## config.mk

```make
export PLATFORM = sky130hd
export DESIGN_NAME = alu_issue_decode
export DESIGN_NICKNAME = d
export VERILOG_FILES = /design/src/rtl/alu_issue_decode.sv
export SDC_FILE = /design/constraint.sdc
export NUM_CORES = 1
export LEC_CHECK = 0
export BUFFER_PORTS_ARGS = -buffer_cell sky130_fd_sc_hd__clkbuf_2
export CAP_MARGIN = 10
export CELL_PAD_IN_SITES_DETAIL_PLACEMENT = 0
export CELL_PAD_IN_SITES_GLOBAL_PLACEMENT = 1
export CORE_MARGIN = 2
export CORE_UTILIZATION = 36
export CTS_BUF_LIST = sky130_fd_sc_hd__clkbuf_16
export DETAILED_ROUTE_END_ITERATION = 16
export PLACE_DENSITY_LB_ADDON = 0.1
export SETUP_SLACK_MARGIN = 0.3
export SLEW_MARGIN = 10
export SYNTH_ARGS = -nofsm -noshare
export SYNTH_HDL_FRONTEND = slang
export SYNTH_SLANG_ARGS = --single-unit
```

## constraint.sdc

```tcl
create_clock -name clk -period 3.1 [get_ports clk]
set_clock_uncertainty 0.15 [all_clocks]
set_input_delay 0.62 -clock clk [delete_from_list [all_inputs] [get_ports clk]]
set_output_delay 0.62 -clock clk [all_outputs]
set_load 0.005 [all_outputs]
```

## src/rtl/alu_issue_decode.sv

```systemverilog
// RV32I decode/issue stage: decodes one instruction per cycle into ALU operands and function
// selects, forwards the ALU result into a dependent follower, and holds it until execute takes it.
module alu_issue_decode #(
  parameter int XLEN  = 32,
  parameter int CNT_W = 32
) (
  input  logic             clk,
  input  logic             rst,
  input  logic             if_valid,
  output logic             if_ready,
  input  logic [XLEN-1:0]  if_instr,
  input  logic [XLEN-1:0]  if_pc,
  output logic [4:0]       rs1_addr,
  output logic [4:0]       rs2_addr,
  input  logic [XLEN-1:0]  rs1_data,
  input  logic [XLEN-1:0]  rs2_data,
  input  logic [XLEN-1:0]  alu_result,
  input  logic             flush,
  output logic             out_valid,
  input  logic             out_ready,
  output logic [XLEN-1:0]  alu_in1,
  output logic [XLEN-1:0]  alu_in2,
  output logic [2:0]       alu_func3,
  output logic [6:0]       alu_func7,
  output logic [4:0]       rd,
  output logic             wb_en,
  output logic             illegal,
  output logic [CNT_W-1:0] issued_count
);

  localparam logic [6:0] OPC_OP     = 7'b0110011;
  localparam logic [6:0] OPC_OP_IMM = 7'b0010011;
  localparam logic [6:0] OPC_LUI    = 7'b0110111;
  localparam logic [6:0] OPC_AUIPC  = 7'b0010111;
  localparam logic [6:0] F7_BASE    = 7'b0000000;
  localparam logic [6:0] F7_ALT     = 7'b0100000;
  localparam logic [2:0] F3_ADD     = 3'b000;
  localparam logic [2:0] F3_SLL     = 3'b001;
  localparam logic [2:0] F3_SR      = 3'b101;

  logic             out_valid_q, out_valid_d;
  logic [XLEN-1:0]  alu_in1_q, alu_in1_d;
  logic [XLEN-1:0]  alu_in2_q, alu_in2_d;
  logic [2:0]       alu_func3_q, alu_func3_d;
  logic [6:0]       alu_func7_q, alu_func7_d;
  logic [4:0]       rd_q, rd_d;
  logic             wb_en_q, wb_en_d;
  logic             illegal_q, illegal_d;
  logic [CNT_W-1:0] issued_count_q, issued_count_d;

  logic [6:0]      opcode;
  logic [2:0]      funct3;
  logic [6:0]      funct7;
  logic [XLEN-1:0] imm_i;
  logic [XLEN-1:0] imm_u;
  logic [XLEN-1:0] shamt;
  logic            accept;
  logic            consume;
  logic            fwd_rs1;
  logic            fwd_rs2;
  logic [XLEN-1:0] src1;
  logic [XLEN-1:0] src2;

  logic [XLEN-1:0] dec_in1;
  logic [XLEN-1:0] dec_in2;
  logic [2:0]      dec_func3;
  logic [6:0]      dec_func7;
  logic            dec_illegal;
  logic [4:0]      dec_rd;
  logic            dec_wb_en;

  assign opcode   = if_instr[6:0];
  assign funct3   = if_instr[14:12];
  assign funct7   = if_instr[31:25];
  assign rs1_addr = if_instr[19:15];
  assign rs2_addr = if_instr[24:20];
  assign imm_i    = XLEN'($signed(if_instr[31:20]));
  assign imm_u    = XLEN'($signed({if_instr[31:12], 12'b0}));
  assign shamt    = XLEN'(if_instr[24:20]);

  assign if_ready = !out_valid_q || out_ready;
  assign accept   = if_valid && if_ready && !flush;
  assign consume  = out_valid_q && out_ready;

  // The held op writes the regfile at the same edge its follower is accepted, so the
  // follower must take the ALU result instead of the stale regfile read.
  always_comb begin
    fwd_rs1 = accept && consume && wb_en_q && (rd_q != 5'd0) && (rd_q == rs1_addr);
    fwd_rs2 = accept && consume && wb_en_q && (rd_q != 5'd0) && (rd_q == rs2_addr);
    src1    = fwd_rs1 ? alu_result : rs1_data;
    src2    = fwd_rs2 ? alu_result : rs2_data;
  end

  always_comb begin
    dec_in1     = '0;
    dec_in2     = '0;
    dec_func3   = F3_ADD;
    dec_func7   = F7_BASE;
    dec_illegal = 1'b0;
    dec_rd      = if_instr[11:7];
    case (opcode)
      OPC_OP: begin
        dec_in1     = src1;
        dec_in2     = src2;
        dec_func3   = funct3;
        dec_func7   = funct7;
        dec_illegal = !((funct7 == F7_BASE) ||
                        ((funct7 == F7_ALT) && ((funct3 == F3_ADD) || (funct3 == F3_SR))));
      end
      OPC_OP_IMM: begin
        dec_in1   = src1;
        dec_func3 = funct3;
        if ((funct3 == F3_SLL) || (funct3 == F3_SR)) begin
          dec_in2     = shamt;
          dec_func7   = ((funct3 == F3_SR) && if_instr[30]) ? F7_ALT : F7_BASE;
          dec_illegal = !((funct7 == F7_BASE) || ((funct3 == F3_SR) && (funct7 == F7_ALT)));
        end else begin
          dec_in2 = imm_i;
        end
      end
      OPC_LUI: begin
        dec_in2 = imm_u;
      end
      OPC_AUIPC: begin
        dec_in1 = if_pc;
        dec_in2 = imm_u;
      end
      default: begin
        dec_illegal = 1'b1;
      end
    endcase
    // Illegal ops carry no operands; execute only needs the illegal flag to trap.
    if (dec_illegal) begin
      dec_in1   = '0;
      dec_in2   = '0;
      dec_func3 = F3_ADD;
      dec_func7 = F7_BASE;
    end
    dec_wb_en = !dec_illegal && (dec_rd != 5'd0);
  end

  always_comb begin
    alu_in1_d      = alu_in1_q;
    alu_in2_d      = alu_in2_q;
    alu_func3_d    = alu_func3_q;
    alu_func7_d    = alu_func7_q;
    rd_d           = rd_q;
    wb_en_d        = wb_en_q;
    illegal_d      = illegal_q;
    out_valid_d    = out_valid_q;
    issued_count_d = issued_count_q + (consume ? CNT_W'(1) : CNT_W'(0));
    if (flush) begin
      out_valid_d = 1'b0;
    end else if (accept) begin
      out_valid_d = 1'b1;
      alu_in1_d   = dec_in1;
      alu_in2_d   = dec_in2;
      alu_func3_d = dec_func3;
      alu_func7_d = dec_func7;
      rd_d        = dec_rd;
      wb_en_d     = dec_wb_en;
      illegal_d   = dec_illegal;
    end else if (out_ready) begin
      out_valid_d = 1'b0;
    end
  end

  always_ff @(posedge clk) begin
    if (rst) begin
      out_valid_q    <= 1'b0;
      alu_in1_q      <= '0;
      alu_in2_q      <= '0;
      alu_func3_q    <= '0;
      alu_func7_q    <= '0;
      rd_q           <= '0;
      wb_en_q        <= 1'b0;
      illegal_q      <= 1'b0;
      issued_count_q <= '0;
    end else begin
      out_valid_q    <= out_valid_d;
      alu_in1_q      <= alu_in1_d;
      alu_in2_q      <= alu_in2_d;
      alu_func3_q    <= alu_func3_d;
      alu_func7_q    <= alu_func7_d;
      rd_q           <= rd_d;
      wb_en_q        <= wb_en_d;
      illegal_q      <= illegal_d;
      issued_count_q <= issued_count_d;
    end
  end

  assign out_valid    = out_valid_q;
  assign alu_in1      = alu_in1_q;
  assign alu_in2      = alu_in2_q;
  assign alu_func3    = alu_func3_q;
  assign alu_func7    = alu_func7_q;
  assign rd           = rd_q;
  assign wb_en        = wb_en_q;
  assign illegal      = illegal_q;
  assign issued_count = issued_count_q;

endmodule

```

==> impl_metrics.ini <==
[timing]
period_share_pct = 80.5
hold_viol = 0
fin_crit_ns = 2.50
fmax_ghz = 0.401
setup_viol = 0
rsz0062_at_grt = false
slew_headroom_pct = 51.3
drv_slew = 0
setup_tns_ns = 0
worst_slack_ns = 0.604
max_slew.worst_pin.slew_ns = 0.727

[clock_tree]
cts_tree = yes
numCtsBuffers = 17
cts_buffer_depth = 2
ctsResizeCount = 0
htreeDepth = 4
cts_hold_buf = 0
cts_setup_buffers = 0
path_clk_slew_ns = 0.06
root_buffer = clkbuf_16
clk_latency_ns = 0.41
cts.sinks = 114

[worst_setup_path]
slowest_delay_ns = 0.54
cp.required_ns = 3.27
worst-path-max-fanout = 24
crit_path_end_kind = flop
cpMaxStageDelayCell = dfxtp_1
arrival_ns = 2.67
crit_path_cell_trace = nor4_4 > a211oi_4 > and3_2 > buf_12 > mux2_1 > a221oi_2
start_kind = flop
worstSetupPathType = reg2reg

[logic_synthesis]
synth_seq_cells = 114
synth-seq-area-share_pct = 32.1
syn-instance-count = 775
synthArstFlopShare_pct = 0
ys_types = 54
synth-edff-count = 0
syn_area_mm2 = 0.00710
synth_flop_cell = dfxtp_1
ys_warn_count = 0
avgSynthCellArea_um2 = 9.17
syn-num-nets = 942

[layout]
nNetsFinal = 1196
layout-drive-gt1-share_pct = 45.1
stdcell_area_mm2 = 0.00931
nFillCells = 1975
diodes = 0
area_growth_pct = 31.1
fin_util_pct = 48.0

[detailed_routing]
met2_length_mm = 11.2
drt_iter0_drc = 342
vias_per_cell = 5.11
wl_met3_mm = 1.84
drt-pass1-iter-count = 5
postRouteWirelength_mm = 24.2
routedLengthMet1_mm = 10.8
ant_nets = 0
top_layer = met5
num_vias = 6672
drc_errors = 0
wl_per_cell_um = 18.5

[placement]
port_buffers = 289
place_area_mm2 = 0.00870
dp_slack_ns = 0.376
dp_hpwl_mm = 18.0
gp_congestion = 0.815

[floorplan]
core_area_mm2 = 0.0194
dieArea_mm2 = 0.0209
pin_count = 290
start_util_pct = 36.6
die-height_um = 144
die_x_um = 144
rows = 51

[global_route]
grt_max_degree = 65
grt_pass1_wl_mm = 36.4
grt_antenna_before_repair = 1
grt.total_usage_pct = 23.0
grt_pass1_vias = 6424
grt_overflow = 0

[run]
drv_cap = 0

[hold_path]
min_path_type = in2reg

[pwr]
power_density_mw_per_mm2 = 415
p_leak_nw = 3.71
ir_worst_vdd_uv = 285
finalPower_mw = 3.87

[status]
status = complete, no violations
[logic make-up (layout without fill, tap and decap cells)]
family / Yosys count / after routing / share of synthesized area (%)
adders and majority gates: 2 / 2 / 0.352
DFF: 114 / 114 / 32.1
xor gates and xnor gates: 37 / 37 / 4.56
buffers and inverters: 77 / 343 / 5.72
muxes: 59 / 59 / 12.0
AOI/OAI and AO/OA: 156 / 156 / 22.9
and+or+nand+nor: 330 / 330 / 22.3
[final cells by class]
cell class                 count  area, um^2  share of cell area [%]
sequential                   114        2280                    24.5
clock buffer                  17         425                    4.57
inverter                       6        22.5                   0.242
timing repair buffer         306        1640                    17.6
clock inverter                14         188                    2.02
multi-input combinational    584        4430                    47.5
tap                          265         332                    3.56
[power breakdown]
group | leakage [nW] | switching, mW | total (mW) | internal [mW]
sequential | 0.919 | 0.00848 | 1.48 | 1.47
clock | 0.281 | 0.750 | 2.08 | 1.33
combinational | 2.51 | 0.179 | 0.301 | 0.122
total | 3.71 | 0.937 | 3.87 | 2.93
[final timing paths]
kind	from	endpoint	slack, ns	depth (start not counted)
worst max-delay path	rd[3]$_SDFFE_PP0P_	alu_in2[10]$_SDFFE_PP0P_	0.60	6
worst min-delay path	flush	out_valid$_SDFFE_PP0P_	0.23	2
worst max register to register	rd[3]$_SDFFE_PP0P_	alu_in2[10]$_SDFFE_PP0P_	0.60	6
worst min register to register	alu_func3[0]$_SDFFE_PP0P_	alu_func3[0]$_SDFFE_PP0P_	0.30	2
[state kept, by name, indices dropped and copies added, names as in the netlist]
register / flops
wb_en: 1
alu_func3: 3
alu_func7: 7
rd: 5
illegal: 1
alu_in1: 32
issued_count: 32
alu_in2: 32
out_valid: 1
[synth_stat cells, types with 2 or more instances]
| cell | number | area (um^2) |
|---|---|---|
| mux2_2 | 4 | 45.0 |
| mux2_1 | 4 | 45.0 |
| buf_6 | 7 | 78.8 |
| a21boi_0 | 40 | 300 |
| nand3_1 | 14 | 70.1 |
| or3_1 | 3 | 18.8 |
| dfxtp_1 | 114 | 2280 |
| and3_1 | 7 | 43.8 |
| buf_4 | 10 | 75.1 |
| mux2_4 | 51 | 766 |
| o31ai_1 | 10 | 75.1 |
| xor2_1 | 28 | 245 |
| nand4_1 | 13 | 81.3 |
| a211oi_1 | 2 | 15.0 |
| a222oi_1 | 19 | 190 |
| o21ai_0 | 8 | 40.0 |
| xnor2_1 | 9 | 78.8 |
| nand2_1 | 208 | 781 |
| and2_1 | 8 | 50.1 |
| a21oi_1 | 14 | 70.1 |
| inv_1 | 5 | 18.8 |
| buf_1 | 5 | 18.8 |
| clkbuf_1 | 27 | 101 |
| a221oi_2 | 59 | 886 |
| nor3b_4 | 2 | 37.5 |
| nor3_1 | 5 | 25.0 |
| nor4_4 | 3 | 63.8 |
| ha_1 | 2 | 25.0 |
| nor2_1 | 41 | 154 |
| nand4b_1 | 4 | 35.0 |
| nand4_4 | 2 | 42.5 |
| nor2b_1 | 4 | 25.0 |
| buf_2 | 22 | 110 |
[worst max-delay path, delay by kind of cell (launching register included)]
kind / cells / cell delay, ns
DFF: 1 / 0.54
muxes: 1 / 0.39
AOI/OAI and AO/OA: 2 / 0.70
and+or+nand+nor: 2 / 0.39
buffers and inverters: 1 / 0.21
[through the flow]
| step | std cells | hold slack [ns] |
|---|---|---|
| global placement | 1275 | 0.289 |
| global route | 1306 | 0.221 |
| floorplan | 775 | 0.298 |
| finish | 1306 | 0.234 |
| detailed placement | 1275 | 0.293 |
| CTS | 1306 | 0.216 |
[cell usage in the layout (no fill, tap or decap), types with 5 or more instances in the layout]
| master | count |
|---|---|
| and3_1 | 6 |
| nand2_1 | 208 |
| nor3_1 | 5 |
| clkinvlp_4 | 6 |
| o21ai_0 | 8 |
| a21boi_0 | 40 |
| nand4_1 | 13 |
| o31ai_1 | 10 |
| nor2_1 | 41 |
| inv_1 | 5 |
| xor2_1 | 28 |
| a21oi_1 | 14 |
| mux2_4 | 51 |
| clkbuf_2 | 288 |
| clkbuf_16 | 17 |
| nand3_1 | 14 |
| a222oi_1 | 19 |
| and2_1 | 8 |
| dfxtp_1 | 114 |
| buf_12 | 5 |
| buf_4 | 13 |
| a221oi_2 | 59 |
| xnor2_1 | 9 |
[layer usage]
metal  GRT usage (%)  vias to the layer above
met2            36.9                      220
met5               0                        -
met1            30.1                     3124
li1                -                     3302
met4            6.03                        2
met3            6.95                       24
No activity file was read; power rests on OpenSTA's default activity.
